## config.mk

```make
export PLATFORM = sky130hd
export DESIGN_NAME = ce_divider_bank_flat
export DESIGN_NICKNAME = d
export VERILOG_FILES = /design/src/rtl/ce_divider_pkg.sv /design/src/rtl/ce_divider_if.sv /design/src/rtl/ce_divider_chan.sv /design/src/rtl/ce_divider_bank.sv /design/src/flat_wrapper.sv
export SDC_FILE = /design/constraint.sdc
export NUM_CORES = 1
export LEC_CHECK = 0
export ABC_AREA = 1
export CORE_MARGIN = 2
export CORE_UTILIZATION = 30
export CTS_BUF_LIST = sky130_fd_sc_hd__clkbuf_2 sky130_fd_sc_hd__clkbuf_4 sky130_fd_sc_hd__clkbuf_8
export CTS_CLUSTER_SIZE = 14
export DETAILED_ROUTE_END_ITERATION = 8
export HOLD_SLACK_MARGIN = 0.03
export PLACE_DENSITY = 0.51
export REMOVE_ABC_BUFFERS = 1
export SETUP_SLACK_MARGIN = 0.5
export SLEW_MARGIN = 20
export SYNTH_ARGS = -nofsm -noshare
export SYNTH_HDL_FRONTEND = slang
export SYNTH_SLANG_ARGS = --single-unit
```

## constraint.sdc

```tcl
create_clock -name clk -period 5.2 [get_ports clk]
set_clock_uncertainty 0.2 [all_clocks]
set_input_delay 1.04 -clock clk [delete_from_list [all_inputs] [get_ports clk]]
set_output_delay 1.04 -clock clk [all_outputs]
set_load 0.05 [all_outputs]
```

## src/rtl/ce_divider_pkg.sv

```systemverilog
// Shared types and helpers for the clock-enable divider bank.
// Counters are held at a fixed maximum width; channels zero-extend their CNT_W ratio into it.
package ce_divider_pkg;

  localparam int CNT_W_MAX = 16;

  typedef logic [CNT_W_MAX-1:0] cnt_t;

  typedef struct packed {
    cnt_t cnt;
    cnt_t cur;
    cnt_t pend_div;
    logic pend_v;
  } chan_state_t;

  // Ratios 0 and 1 both mean "enable every cycle".
  function automatic cnt_t eff(input cnt_t cur);
    return (cur <= cnt_t'(1)) ? cnt_t'(1) : cur;
  endfunction

  function automatic bit div_fits(input int div, input int cnt_w);
    return (cnt_w >= 1) && (cnt_w <= CNT_W_MAX) && (div >= 0) && (div < (1 << cnt_w));
  endfunction

endpackage

```

## src/rtl/ce_divider_if.sv

```systemverilog
// Configuration port of the divider bank.
// cfg_valid/cfg_ready: a transfer happens on a rising clk edge where both are high; the master holds
// cfg_ch/cfg_div stable while cfg_valid is high until that edge. cfg_err pulses one cycle after a
// transfer that named a nonexistent channel.
interface ce_divider_if #(
  parameter int CH_W  = 1,
  parameter int CNT_W = 8
);
  logic             cfg_valid;
  logic             cfg_ready;
  logic [CH_W-1:0]  cfg_ch;
  logic [CNT_W-1:0] cfg_div;
  logic             cfg_err;

  modport master (
    output cfg_valid, cfg_ch, cfg_div,
    input  cfg_ready, cfg_err
  );

  modport slave (
    input  cfg_valid, cfg_ch, cfg_div,
    output cfg_ready, cfg_err
  );
endinterface

```

## src/rtl/ce_divider_chan.sv

```systemverilog
// One clock-enable channel: modulo counter, pending-ratio register and glitch-free apply logic.
// A new ratio is only adopted at a terminal count or on sync_i, so no CE interval is ever truncated.
module ce_divider_chan
  import ce_divider_pkg::*;
#(
  parameter int CNT_W       = 8,
  parameter int DEFAULT_DIV = 2
) (
  input  logic             clk,
  input  logic             rst,
  input  logic             sync_i,
  input  logic             load,
  input  logic [CNT_W-1:0] load_div,
  output logic             pend_v,
  output logic             ce
);

  // An out-of-range default falls back to "every cycle" rather than a truncated value.
  localparam cnt_t RST_DIV = div_fits(DEFAULT_DIV, CNT_W) ? cnt_t'(DEFAULT_DIV) : cnt_t'(1);

  chan_state_t st, st_nxt;
  cnt_t        eff_div, new_div;
  logic        tc, ce_nxt;

  assign eff_div = eff(st.cur);
  assign tc      = (st.cnt == eff_div - cnt_t'(1));
  assign new_div = cnt_t'(load_div);
  assign pend_v  = st.pend_v;

  always_comb begin
    st_nxt = st;
    ce_nxt = 1'b0;
    if (sync_i) begin
      st_nxt.cnt = '0;
      ce_nxt     = (eff_div == cnt_t'(1));
      if (load) begin
        st_nxt.cur    = new_div;
        st_nxt.pend_v = 1'b0;
      end else if (st.pend_v) begin
        st_nxt.cur    = st.pend_div;
        st_nxt.pend_v = 1'b0;
      end
    end else begin
      if (tc) begin
        st_nxt.cnt = '0;
        ce_nxt     = 1'b1;
        if (st.pend_v) begin
          st_nxt.cur    = st.pend_div;
          st_nxt.pend_v = 1'b0;
        end
      end else begin
        st_nxt.cnt = st.cnt + cnt_t'(1);
      end
      // load only arrives while pend_v is low, so it never collides with the apply above.
      if (load) begin
        st_nxt.pend_div = new_div;
        st_nxt.pend_v   = 1'b1;
      end
    end
  end

  always_ff @(posedge clk) begin
    if (rst) begin
      st <= '{cnt: '0, cur: RST_DIV, pend_div: '0, pend_v: 1'b0};
      ce <= 1'b0;
    end else begin
      st <= st_nxt;
      ce <= ce_nxt;
    end
  end

endmodule

```

## src/rtl/ce_divider_bank.sv

```systemverilog
// Bank of NUM_CH runtime-programmable clock-enable generators driving BUFGCE.CE pins.
// Decodes configuration requests to channels and flags requests aimed at missing channels.
module ce_divider_bank
  import ce_divider_pkg::*;
#(
  parameter int NUM_CH      = 2,
  parameter int CNT_W       = 8,
  parameter int DEFAULT_DIV = 2,
  parameter int CH_W        = (NUM_CH > 1) ? $clog2(NUM_CH) : 1
) (
  input  logic              clk,
  input  logic              rst,
  ce_divider_if.slave       cfg,
  input  logic              sync_i,
  output logic [NUM_CH-1:0] pending,
  output logic [NUM_CH-1:0] ce
);

  localparam int            CH_N     = 1 << CH_W;
  localparam logic [CH_W:0] NUM_CH_V = (CH_W + 1)'(NUM_CH);

  logic            ch_ok;
  logic            xfer;
  logic [CH_N-1:0] pend_pad;

  // Padding lets any cfg_ch value index safely; out-of-range channels never backpressure.
  assign pend_pad      = CH_N'(pending);
  assign ch_ok         = ({1'b0, cfg.cfg_ch} < NUM_CH_V);
  assign cfg.cfg_ready = ch_ok ? !pend_pad[cfg.cfg_ch] : 1'b1;
  assign xfer          = cfg.cfg_valid & cfg.cfg_ready;

  always_ff @(posedge clk) begin
    if (rst) begin
      cfg.cfg_err <= 1'b0;
    end else begin
      cfg.cfg_err <= xfer & !ch_ok;
    end
  end

  for (genvar i = 0; i < NUM_CH; i++) begin : g_ch
    logic load;
    assign load = xfer & ch_ok & (cfg.cfg_ch == CH_W'(i));

    ce_divider_chan #(
      .CNT_W       (CNT_W),
      .DEFAULT_DIV (DEFAULT_DIV)
    ) u_chan (
      .clk      (clk),
      .rst      (rst),
      .sync_i   (sync_i),
      .load     (load),
      .load_div (cfg.cfg_div),
      .pend_v   (pending[i]),
      .ce       (ce[i])
    );
  end

endmodule
```

## src/flat_wrapper.sv

```systemverilog
// flat-port wrapper written by rule: the top's interface ports become plain ports
module ce_divider_bank_flat import ce_divider_pkg::*;
#(
  parameter int NUM_CH      = 2,
  parameter int CNT_W       = 8,
  parameter int DEFAULT_DIV = 2,
  parameter int CH_W        = (NUM_CH > 1) ? $clog2(NUM_CH) : 1
)
  (clk, rst, sync_i, pending, ce, cfg_cfg_valid, cfg_cfg_ch, cfg_cfg_div, cfg_cfg_ready, cfg_cfg_err);
  ce_divider_if #(.CH_W(CH_W), .CNT_W(CNT_W)) cfg_i ();
  input  logic clk;
  input  logic rst;
  input  logic sync_i;
  output logic [NUM_CH-1:0] pending;
  output logic [NUM_CH-1:0] ce;
  input wire logic [$bits(cfg_i.cfg_valid)-1:0] cfg_cfg_valid;
  input wire logic [$bits(cfg_i.cfg_ch)-1:0] cfg_cfg_ch;
  input wire logic [$bits(cfg_i.cfg_div)-1:0] cfg_cfg_div;
  output wire logic [$bits(cfg_i.cfg_ready)-1:0] cfg_cfg_ready;
  output wire logic [$bits(cfg_i.cfg_err)-1:0] cfg_cfg_err;
  assign cfg_i.cfg_valid = cfg_cfg_valid;
  assign cfg_i.cfg_ch = cfg_cfg_ch;
  assign cfg_i.cfg_div = cfg_cfg_div;
  assign cfg_cfg_ready = cfg_i.cfg_ready;
  assign cfg_cfg_err = cfg_i.cfg_err;
  ce_divider_bank #(.NUM_CH(NUM_CH), .CNT_W(CNT_W), .DEFAULT_DIV(DEFAULT_DIV), .CH_W(CH_W)) u_core (.clk(clk), .rst(rst), .cfg(cfg_i), .sync_i(sync_i), .pending(pending), .ce(ce));
endmodule
```

Word level (Yosys, flattened, before mapping):

Cells that the tools add are included.

* reductions and logical operators: 10
* multiplexer cells: 20
* order comparisons: 3
* eq/ne operators: 4
* $add $sub $neg: 4
* bitwise gates (word level): 5

Operators with widths (number)
* 2-to-1 mux 16 bit: 10
* adder 16 x 1 -> 16 bit (second input constant): 2
* equality test 16 x 1 -> 1 bit (second input constant): 2
* equality test 16 bit: 2
* less-or-equal comparator 16 x 1 -> 1 bit (second input constant): 2
* subtractor 16 x 1 -> 16 bit (second input constant): 2
* 2-to-1 mux 1 bit: 10
* nonzero test 2 bit: 4
* OR reduction 3 bit: 2
* AND reduction 2 bit: 2
* AND 1 bit: 3
* less-than comparator 1 x 2 -> 1 bit (second input constant): 1
* NOT 1 bit: 2
* OR reduction 2 bit: 1
* logical NOT 1 bit: 1

* bits in registers: 84
* input port bits: 13
* output and inout port bits: 6

Depth between registers and ports, before layout:

* depth in word-level cells: 7
* mapped depth: 23
* depth with buffers taken out: 21

By module:

From an unflattened synthesis, not the netlist that was laid out.

* cell total of the unflattened synthesis: 717
* area total of the unflattened synthesis: 4879.7 um2

Modules (own cells, without submodules)
* ce_divider_chan: cells an instance 353, instances 2, area an instance 2414.8 um2, sequential area each 840.8 um2
* ce_divider_bank: cells an instance 11, instances 1, area an instance 50.0 um2, sequential area each 0.0 um2

Worst setup path before layout:

No wires, ideal clock.

* kind: input to output
* from: in cfg_cfg_ch
* to: out cfg_cfg_ready
* data arrival time: 1.516 ns
* stages: 3
* setup slack: 2.444 ns
* required time: 3.960 ns
* cell sequence: inv_1 nor2_1 or2_2

* longest elaborated chain between the ends: 3

Ends and longest elaborated chain
* from (decl): RTL line flat_wrapper.sv:17 `input wire logic [$bits(cfg_i.cfg_ch)-1:0] cfg_cfg_ch;`
* 2-to-1 mux 1 bit (not written as such) (2 in a row): RTL line ce_divider_bank.sv:29 `assign cfg.cfg_ready = ch_ok ? !pend_pad[cfg.cfg_ch] : 1'b1;`
* logical NOT 1 bit: RTL line ce_divider_bank.sv:29
* to (decl): RTL line flat_wrapper.sv:19 `output wire logic [$bits(cfg_i.cfg_ready)-1:0] cfg_cfg_ready;`

No other way between the ends. The select of a mux whose other input is x is not followed.

Final worst setup path:

Same ends and word-level chain as after synthesis.

==> impl_metrics.toml <==
[worst_setup_path]
r2r_start = "u_core.g_ch[1].u_chan.st[20]"
crit_arrival_ps = 2580
crit_required_ps = 3960
critPathLaunchType = "primary input"
crit_path_start = "cfg_cfg_ch"
worst_setup_path_end_kind = "output port"
critical_path.cell_chain = "clkdlybuf4s50_1 -> inv_1 -> nor2_1 -> or2_2 -> clkdlybuf4s50_1"
cp_top_family = "buffers and inverters"
r2r_cells = 18
crit_type = "in -> out"
critical_path.slowest_cell = "clkdlybuf4s50_1"
worstReg2RegEnd = "u_core.g_ch[1].u_chan.st[26]"
cp_num_buf_inv = 3
r2r_slack_ps = 1930
critPathMostFrequentCell = "clkdlybuf4s50_1"
critPathMaxStageDelay_ps = 790
critPathMaxFanout = 2

[power]
vdd_drop_max_v = 0.0001437
p_int_mw = 0.9984
powerDensity_nw_per_um2 = 269.6
p_sw_mw = 0.4481
seq_power_share_pct = 47.8
p_leak_nw = 2.289
switching_share_pct = 30.98
clockPowerShare_pct = 34.6
p_comb_share_pct = 17.5

[cells_and_area]
drive_above_1_share_pct = 6.648
final_cells = 938
layout_commonest_cell = "nor2_1"
n_antenna_cell = 0
fillers = 1700
area_delta_synth_final_pct = 11.03
fin_nets = 736
layout_common_cells = "161 x nor2_1, 142 x nand2_1, 84 x dfxtp_1"

[synth]
synth_cell_types = 38
syn_area_per_cell_um2 = 6.827
synth_top_area_share_pct = 34.79
yosysWarnings = 0
synth_cells = 708
synth_top_cell_by_area = "dfxtp_1"
synth_area_leaders = "dfxtp_1 35%, nor2_1 13%, nand2_1 11%"
ys_seq_area_share_pct = 34.79
synth_edf_count = 0
syn_area_um2 = 4833
synth_seq_cells = 84
async_flop_share_pct = 0
synth_flop_cell = "dfxtp_1"

[cts]
clockBufferDepth = 2
postCtsHoldBufs = 0
cts_tree = "built"
cts_htree_levels = 3
cts_setup_buffers = 0
cts_buffers = 9
clockRootBuffer = "clkbuf_8"
post_cts_resized = 0
cts.reportedPaths.clkPinSlew_ps = 90
clock_sinks = 84
clk_latency_ps = 380

[timing]
period_share_pct = 73.37
tns_ps = 0
setup_viol = 0
period_needed_ps = 3815
slew_headroom_pct = 42.27
hold_violations = 0
timing.final.max_slew_violations = 0
max_freq_mhz = 262.1
rsz0062_at_grt = "false"
setup_ws_ps = 1385
worst_pin_slew_ps = 865.0

[run_status]
outcome = "finished clean"

[floorplan]
die_area_um2 = 17140
io_pins = 19
start_util_pct = 30.54
core-area_um2 = 15830
row_count = 46
die_w_um = 130.9
die_h_um = 130.9

[grt]
grt_max_degree = 27
grt_pass1_wl_mm = 19.46
antenna_found_initial = 0
track_usage_pct = 14.49
grt_pass1_vias = 3922
overflow = 0

[route]
ant_nets = 0
drt_iter0_markers = 169
dr.pass1.iters = 4
wl_per_cell_um = 11.91
viasPerCell = 4.341
drcViolationCount = 0
routed_wl_mm = 11.17
vias = 4072

[placed_design]
place_ws_ps = 1384
place_hpwl_mm = 8.248
routabilityCongestion = 0.7979
placed_cells = 922
io_buffers = 17

[flow_run]
drv_cap = 0

[min_path]
whs_endpoint = "u_core.g_ch[1].u_chan.st[33]"
hold_path_class = "reg -> reg"
worstHoldStart = "u_core.g_ch[1].u_chan.st[33]"
holdPathStages = 1
-- registers in the layout, summed over array words and instances, names as in the netlist --
| register | count |
|---|---|
| u_core.g_ch.u_chan.ce | 2 |
| u_core.g_ch.u_chan.pend_v | 2 |
| u_core.g_ch.u_chan.st | 80 |
-- Yosys cell counts (2+ instances only) --
cell      number
nand2_1      142
nand3_2        3
clkbuf_1      10
nand3_1       36
nor2_1       161
and3_1         2
a21oi_1       12
dfxtp_1       84
nor3_1         8
mux2_2         3
buf_4          6
nor4_1         4
nor3b_1        3
inv_2          3
xnor2_1       20
nor2_2         8
nor3_2         2
mux2i_1       14
inv_1         68
nand2_2        7
nand3b_1       2
ha_1           6
o21ai_0       37
buf_6          3
nand4_1       14
nand2_4        3
xor2_1        36
-- area by class of cell --
class	instances	area, um2	area share, %
Sequential cell	84	1682	31.34
Multi-Input combinational cell	532	2760	51.43
Clock buffer	10	137.6	2.565
Tap cell	216	270.3	5.036
Clock inverter	6	68.82	1.282
Inverter	72	270.3	5.036
Timing Repair Buffer	18	177.7	3.311
-- cells by family (layout without fill, tap and decap cells) --
| group | count (synthesis) | count (layout) | synth area share [%] |
|---|---|---|---|
| DFF | 84 | 84 | 34.79 |
| muxes | 17 | 17 | 3.598 |
| xor gates and xnor gates | 57 | 57 | 10.61 |
| AOI/OAI and AO/OA | 52 | 52 | 5.488 |
| adders and majority gates | 6 | 6 | 1.553 |
| and+or+nand+nor | 399 | 399 | 35.78 |
| other | 1 | 1 | 0.07759 |
| buffers and inverters | 92 | 106 | 8.102 |
-- layer usage --
metal  up-vias  part of all wire [%]  wire length [um]  GRT usage [%]
met2        26                    45              5045          23.10
met1      1793                    51              5733          19.54
met5         -                     0                 0              0
met4         0                   1.4               157          4.506
met3        11                   2.1               231          3.298
li1       2242                     -                 -              -
-- worst max-delay path by stage --
| stage | to | cells past startpoint | slack, ps |
|---|---|---|---|
| 6_report | cfg_cfg_ready | 5 | 1380 |
| 5_1_grt | cfg_cfg_ready | 5 | 1280 |
| 4_1_cts | cfg_cfg_ready | 5 | 1380 |
| 3_5_place_dp | cfg_cfg_ready | 4 | 1380 |
| 3_3_place_gp | cfg_cfg_ready | 4 | 1380 |
| 2_1_floorplan | cfg_cfg_ready | 3 | 2420 |
-- through the flow --
stage	hold slack [ps]	utilization [%]	power (mW)	cell area, um2
3_3_place_gp	257.1	32.60	0.9633	5160
5_1_grt	308.5	33.91	1.535	5366
2_1_floorplan	239.8	-	0.8929	4712
4_1_cts	282.4	33.91	1.472	5366
3_5_place_dp	258.5	32.60	0.9628	5160
6_report	281.3	33.91	1.447	5366
-- power by group through the flow --
stage	logic, mW	registers (mW)	clock network, mW
floorplan	0.189	0.704	0
global placement	0.256	0.707	0
detailed placement	0.256	0.707	0
CTS	0.257	0.692	0.523
global route	0.294	0.696	0.545
finish	0.254	0.692	0.501
No activity file was read; power rests on OpenSTA's default activity.
